--- config.mk ---
export PLATFORM = sky130hd
export DESIGN_NAME = hazard_scoreboard
export DESIGN_NICKNAME = d
export VERILOG_FILES = /design/src/rtl/hazard_scoreboard.sv
export SDC_FILE = /design/constraint.sdc
export NUM_CORES = 1
export LEC_CHECK = 0
export CAP_MARGIN = 20
export CORE_MARGIN = 2
export CORE_UTILIZATION = 57
export CTS_CLUSTER_SIZE = 10
export DETAILED_ROUTE_END_ITERATION = 8
export PLACE_DENSITY = 0.81
export SLEW_MARGIN = 20
export SYNTH_ARGS = -nofsm -noshare
export SYNTH_HDL_FRONTEND = slang
export SYNTH_SLANG_ARGS = --single-unit
--- constraint.sdc ---
create_clock -name clk -period 5.5 [get_ports clk]
set_input_delay 0.825 -clock clk [delete_from_list [all_inputs] [get_ports clk]]
set_output_delay 0.825 -clock clk [all_outputs]
set_load 0.03 [all_outputs]
--- src/rtl/hazard_scoreboard.sv ---
// hazard_scoreboard: five-stage MIPS hazard unit built around an E/M/W
// destination scoreboard. Decode supplies register addresses plus Tuse/Tnew.
// The block produces the stall and the forwarding selects for D, E and M.
// Optional multiply/divide busy tracking is compiled in with `define HAZARD_MDU_EN.
module hazard_scoreboard #(
  parameter int ADDR_W   = 5,
  parameter int T_W      = 3,
  parameter int MULT_CYC = 5,
  parameter int DIV_CYC  = 10
) (
  input  logic              clk,
  input  logic              reset,
  input  logic [ADDR_W-1:0] d_rs,
  input  logic [ADDR_W-1:0] d_rt,
  input  logic [T_W-1:0]    d_tuse_rs,
  input  logic [T_W-1:0]    d_tuse_rt,
  input  logic [ADDR_W-1:0] d_a3,
  input  logic [T_W-1:0]    d_tnew,
  input  logic              d_md,
  input  logic              d_md_start,
  input  logic              d_md_div,
  output logic              stall,
  output logic [1:0]        fwd_d_rs,
  output logic [1:0]        fwd_d_rt,
  output logic [1:0]        fwd_e_rs,
  output logic [1:0]        fwd_e_rt,
  output logic [1:0]        fwd_m_rt,
  output logic              md_busy
);

  localparam logic [T_W-1:0] TUSE_NONE = {T_W{1'b1}};
  localparam logic [1:0]     SRC_NONE  = 2'd0;
  localparam logic [1:0]     SRC_E     = 2'd1;
  localparam logic [1:0]     SRC_M     = 2'd2;
  localparam logic [1:0]     SRC_W     = 2'd3;

  // Scoreboard slots. M keeps only rt because store data is the only
  // operand still read in M; W keeps no sources at all.
  logic [ADDR_W-1:0] e_a3, e_rs, e_rt;
  logic [T_W-1:0]    e_tnew;
  logic [ADDR_W-1:0] m_a3, m_rt;
  logic [T_W-1:0]    m_tnew;
  logic [ADDR_W-1:0] w_a3;
  logic [T_W-1:0]    w_tnew;

  logic data_stall;
  logic md_stall;

  // One stage older means one cycle closer to the result; never below zero.
  function automatic logic [T_W-1:0] age_tnew(input logic [T_W-1:0] t);
    return (t == '0) ? '0 : t - 1'b1;
  endfunction

  // Operand r needs a value that a slot will not have in time.
  function automatic logic waits_on(input logic [ADDR_W-1:0] r,
                                    input logic [T_W-1:0]    tuse,
                                    input logic [ADDR_W-1:0] a3,
                                    input logic [T_W-1:0]    tnew);
    return (r != '0) && (r == a3) && (tnew > tuse);
  endfunction

  // Operand r can be taken from a slot right now.
  function automatic logic ready_from(input logic [ADDR_W-1:0] r,
                                      input logic [ADDR_W-1:0] a3,
                                      input logic [T_W-1:0]    tnew);
    return (r != '0) && (r == a3) && (tnew == '0);
  endfunction

  // Age the scoreboard every edge; a stalled D instruction leaves a bubble in E.
  always_ff @(posedge clk or posedge reset) begin
    if (reset) begin
      e_a3   <= '0;
      e_rs   <= '0;
      e_rt   <= '0;
      e_tnew <= '0;
      m_a3   <= '0;
      m_rt   <= '0;
      m_tnew <= '0;
      w_a3   <= '0;
      w_tnew <= '0;
    end else begin
      w_a3   <= m_a3;
      w_tnew <= age_tnew(m_tnew);
      m_a3   <= e_a3;
      m_rt   <= e_rt;
      m_tnew <= age_tnew(e_tnew);
      if (stall) begin
        e_a3   <= '0;
        e_rs   <= '0;
        e_rt   <= '0;
        e_tnew <= '0;
      end else begin
        e_a3   <= d_a3;
        e_rs   <= d_rs;
        e_rt   <= d_rt;
        e_tnew <= d_tnew;
      end
    end
  end

  // Data stall: a read operand waits on a result still being produced in E or M.
  always_comb begin
    data_stall = 1'b0;
    if (d_tuse_rs != TUSE_NONE) begin
      data_stall = data_stall
                 | waits_on(d_rs, d_tuse_rs, e_a3, e_tnew)
                 | waits_on(d_rs, d_tuse_rs, m_a3, m_tnew);
    end
    if (d_tuse_rt != TUSE_NONE) begin
      data_stall = data_stall
                 | waits_on(d_rt, d_tuse_rt, e_a3, e_tnew)
                 | waits_on(d_rt, d_tuse_rt, m_a3, m_tnew);
    end
  end

  // Forwarding selects, youngest ready producer first.
  always_comb begin
    fwd_d_rs = SRC_NONE;
    fwd_d_rt = SRC_NONE;
    fwd_e_rs = SRC_NONE;
    fwd_e_rt = SRC_NONE;
    fwd_m_rt = SRC_NONE;

    if (ready_from(d_rs, e_a3, e_tnew))      fwd_d_rs = SRC_E;
    else if (ready_from(d_rs, m_a3, m_tnew)) fwd_d_rs = SRC_M;
    else if (ready_from(d_rs, w_a3, w_tnew)) fwd_d_rs = SRC_W;

    if (ready_from(d_rt, e_a3, e_tnew))      fwd_d_rt = SRC_E;
    else if (ready_from(d_rt, m_a3, m_tnew)) fwd_d_rt = SRC_M;
    else if (ready_from(d_rt, w_a3, w_tnew)) fwd_d_rt = SRC_W;

    if (ready_from(e_rs, m_a3, m_tnew))      fwd_e_rs = SRC_M;
    else if (ready_from(e_rs, w_a3, w_tnew)) fwd_e_rs = SRC_W;

    if (ready_from(e_rt, m_a3, m_tnew))      fwd_e_rt = SRC_M;
    else if (ready_from(e_rt, w_a3, w_tnew)) fwd_e_rt = SRC_W;

    if (ready_from(m_rt, w_a3, w_tnew))      fwd_m_rt = SRC_W;
  end

  assign stall = data_stall | md_stall;

`ifdef HAZARD_MDU_EN
  localparam int MAX_CYC = (MULT_CYC > DIV_CYC) ? MULT_CYC : DIV_CYC;
  localparam int CNT_W   = $clog2(MAX_CYC + 1);
  localparam logic [CNT_W-1:0] MULT_LOAD = CNT_W'(MULT_CYC);
  localparam logic [CNT_W-1:0] DIV_LOAD  = CNT_W'(DIV_CYC);

  logic [CNT_W-1:0] md_cnt;

  // MDU busy counter: loads only on a start that actually issues, then drains.
  always_ff @(posedge clk or posedge reset) begin
    if (reset) begin
      md_cnt <= '0;
    end else if (d_md_start && !stall) begin
      md_cnt <= d_md_div ? DIV_LOAD : MULT_LOAD;
    end else if (md_cnt != '0) begin
      md_cnt <= md_cnt - 1'b1;
    end
  end

  assign md_busy  = (md_cnt != '0);
  assign md_stall = d_md && md_busy;
`else
  logic unused_md_inputs;
  assign unused_md_inputs = d_md ^ d_md_start ^ d_md_div;
  assign md_busy  = 1'b0;
  assign md_stall = 1'b0;
`endif

endmodule

==> results.yml <==
placement:
  post-dp-hpwl_um: 3759
  gp_congestion: 0.8346
  pre_cts_ws_ns: 1.207
  numPortBuffers: 36
floorplanning:
  initial_core_util_pct: 60.44
  dieArea_um2: 4843
  std_cell_rows: 23
  pin_count: 41
  core_um2: 4058
  dieHeight_um: 69.59
  die_x_um: 69.59
grt:
  track_usage_pct: 21.81
  grt_pass1_wl_um: 8204
  antenna_found_initial: 0
  overflow: 0
  grt_pass1_vias: 1810
  grt_max_degree: 40
cts:
  clock_sinks: 39
  root_buffer: "clkbuf_8"
  insertion_delay_ns: 0.29
  ctsResizeCount: 0
  cts_tree: "done"
  cts_hold_buf: 0
  numCtsBuffers: 5
  h-tree-depth: 2
  postCtsSetupBuffers: 0
  cts.clk_slew.worst_paths_ns: 0.07
  clockBufferDepth: 2
cells_and_area:
  fin_util_pct: 71.29
  final_net_count: 326
  post_route_cells_drive_above_1_share_pct: 7.092
  synthToLayoutAreaGrowth_pct: 17.96
  n_antenna_cell: 0
min_path:
  worstHoldPathType: "reg2reg"
  hold_path_startpoint: "e_a3[0]"
  hold_path_depth: 0
synthesis:
  ys.flop_type: "dfrtp_1"
  ys_ff_latch: 39
  ys_top_cells_by_area: "dfrtp_1, xor2_1, xnor2_1"
  syn-num-nets: 294
  seq_area_frac_synth_pct: 39.80
  synth_top_cell_by_area: "dfrtp_1"
  syn-cell-area_um2: 2452
  syn_avg_cell_area_um2: 9.849
  ys.warnings.count: 0
  synth_edf_count: 0
  async_flop_share_pct: 100.0
  ys_top_cells_by_count: "dfrtp_1, inv_1, xor2_1, xnor2_1, ha_1"
  synth_cell_types: 32
  synth.top_cell.area_share_pct: 39.80
  syn_inst: 249
  synthMostInstantiatedCell: "dfrtp_1"
sta:
  tns_ns: 0
  finalWorstSetupSlack_ns: 1.204
  worst_hold_slack_ns: 0.4400
  setup_viol_count_final: 0
  layout_min_cycle_time_ns: 4.296
  tightest_slew_ns: 0.7869
  clock.fmax_mhz: 232.8
  rsz0062_at_grt: "no"
  fin_crit_sh_pct: 78.11
  finalHoldViolations: 0
  fin_skew_ns: 0.002564
  maxSlewViolCount: 0
  slew_headroom_pct: 47.14
pwr:
  cellPowerDensity_nw_per_um2: 241.2
  pwr-share-comb_pct: 23.7
  leakagePower_nw: 1.285
  vdd_drop_max_v: 0.0001719
  p_int_uw: 486.6
  swShare_pct: 30.26
  pwr-share-seq_pct: 49.9
  power.switching_uw: 211.2
  p_clk_share_pct: 26.4
setup_path:
  startpoint: "d_rt[4]"
  end_kind: "output pin"
  r2r_start: "e_tnew[1]"
  r2r_cells: 7
  crit_path_start_kind: "input port"
  path_max_fanout: 19
  cp.arrival_ns: 3.47
  cp.required_ns: 4.68
  crit_type: "in2out"
detailed_routing:
  firstDrtPassIters: 4
  viasPerCell: 5.437
  drt-wirelength-per-cell_um: 14.88
  routed_wl_um: 4941
  ant_nets: 0
  drtIter0Drc: 47
  num_vias: 1805
  drc: 0
flow_run:
  drv_cap: 0
run_status:
  status: "completed"
path summary, 6_finish.rpt:
path | endpoint | slack (ns)
worst min register to register | m_a3[0] | 0.44
worst max register to register | e_rt[3] | 3.52
worst min-delay path | m_a3[0] | 0.44
max in group asynchronous | m_a3[2] | 4.21
min in group asynchronous | w_a3[3] | 0.96
worst max-delay path | stall | 1.20
cell families after synthesis:
family | after synthesis | share of synthesized area [%]
and+or+nand+nor | 72 | 17.70
xor gates and xnor gates | 54 | 19.29
buffers and inverters | 43 | 7.806
DFF | 39 | 39.80
AOI/OAI and AO/OA | 24 | 7.092
adders and majority gates | 16 | 8.163
other | 1 | 0.1529
power groups by stage:
stage | sequential [mW] | clock [mW] | combinational, mW
after floorplan | 0.338 | 0 | 0.127
after global placement | 0.353 | 0 | 0.160
after detailed placement | 0.354 | 0 | 0.167
after CTS | 0.348 | 0.188 | 0.167
after global routing | 0.352 | 0.197 | 0.186
final | 0.348 | 0.184 | 0.165
cell usage in the layout, fill, tap and decap left out:
master	instances
dfrtp_1	39
clkdlybuf4s50_1	36
inv_1	30
xor2_1	28
xnor2_1	26
ha_1	16
nor3_1	15
nor2_1	11
nor3_2	10
nor4_1	7
nand4_1	7
o21a_1	7
o21ai_0	5
clkbuf_8	5
nand3_1	4
or4_1	4
nand2_1	4
nor2b_1	4
a31oi_1	4
a21oi_1	2
and3_1	2
o41ai_1	2
clkbuf_1	2
buf_4	2
nor2_2	1
a21o_1	1
and4_1	1
a22o_1	1
a2bb2o_4	1
or2_1	1
a22oi_1	1
and2_1	1
conb_1	1
clkinv_2	1
per-layer routing:
metal  vias up  share of wire (%)  global-route usage (%)
li1        890                  -                       -
met1       865                 46                   28.23
met2        39                 48                   36.00
met3        11                3.7                   3.924
met4         0                1.9                   9.150
met5         -                  0                       0
critical path, stage by stage:
cell             delay, ns
clkdlybuf4s50_1       0.60
xnor2_1               0.16
nand3_1               0.10
nor4_1                0.57
a2bb2o_4              0.40
or2_1                 0.15
clkdlybuf4s50_1       0.66
flip-flops by register name (all words and copies together) (netlist names):
register	flops
m_rt	5
e_rs	5
e_rt	5
m_a3	5
w_tnew	3
w_a3	5
e_a3	5
e_tnew	3
m_tnew	3
through the flow:
stage,cells,power (mW),area (um^2)
2_1_floorplan,249,0.4641,2452
3_3_place_gp,324,0.5136,2811
3_5_place_dp,324,0.5205,2811
4_1_cts,332,0.7038,2893
5_1_grt,332,0.7351,2893
6_report,332,0.6978,2893
area by class of cell:
class	count	area, um^2
fill	335	1165
clock inverter	1	5.005
inverter	30	112.6
tap	50	62.56
multi-input combinational	167	1285
clock buffer	7	76.32
sequential	39	975.9
timing repair buffer	38	375.4
Note: power is estimated with default switching activity, not from simulation.
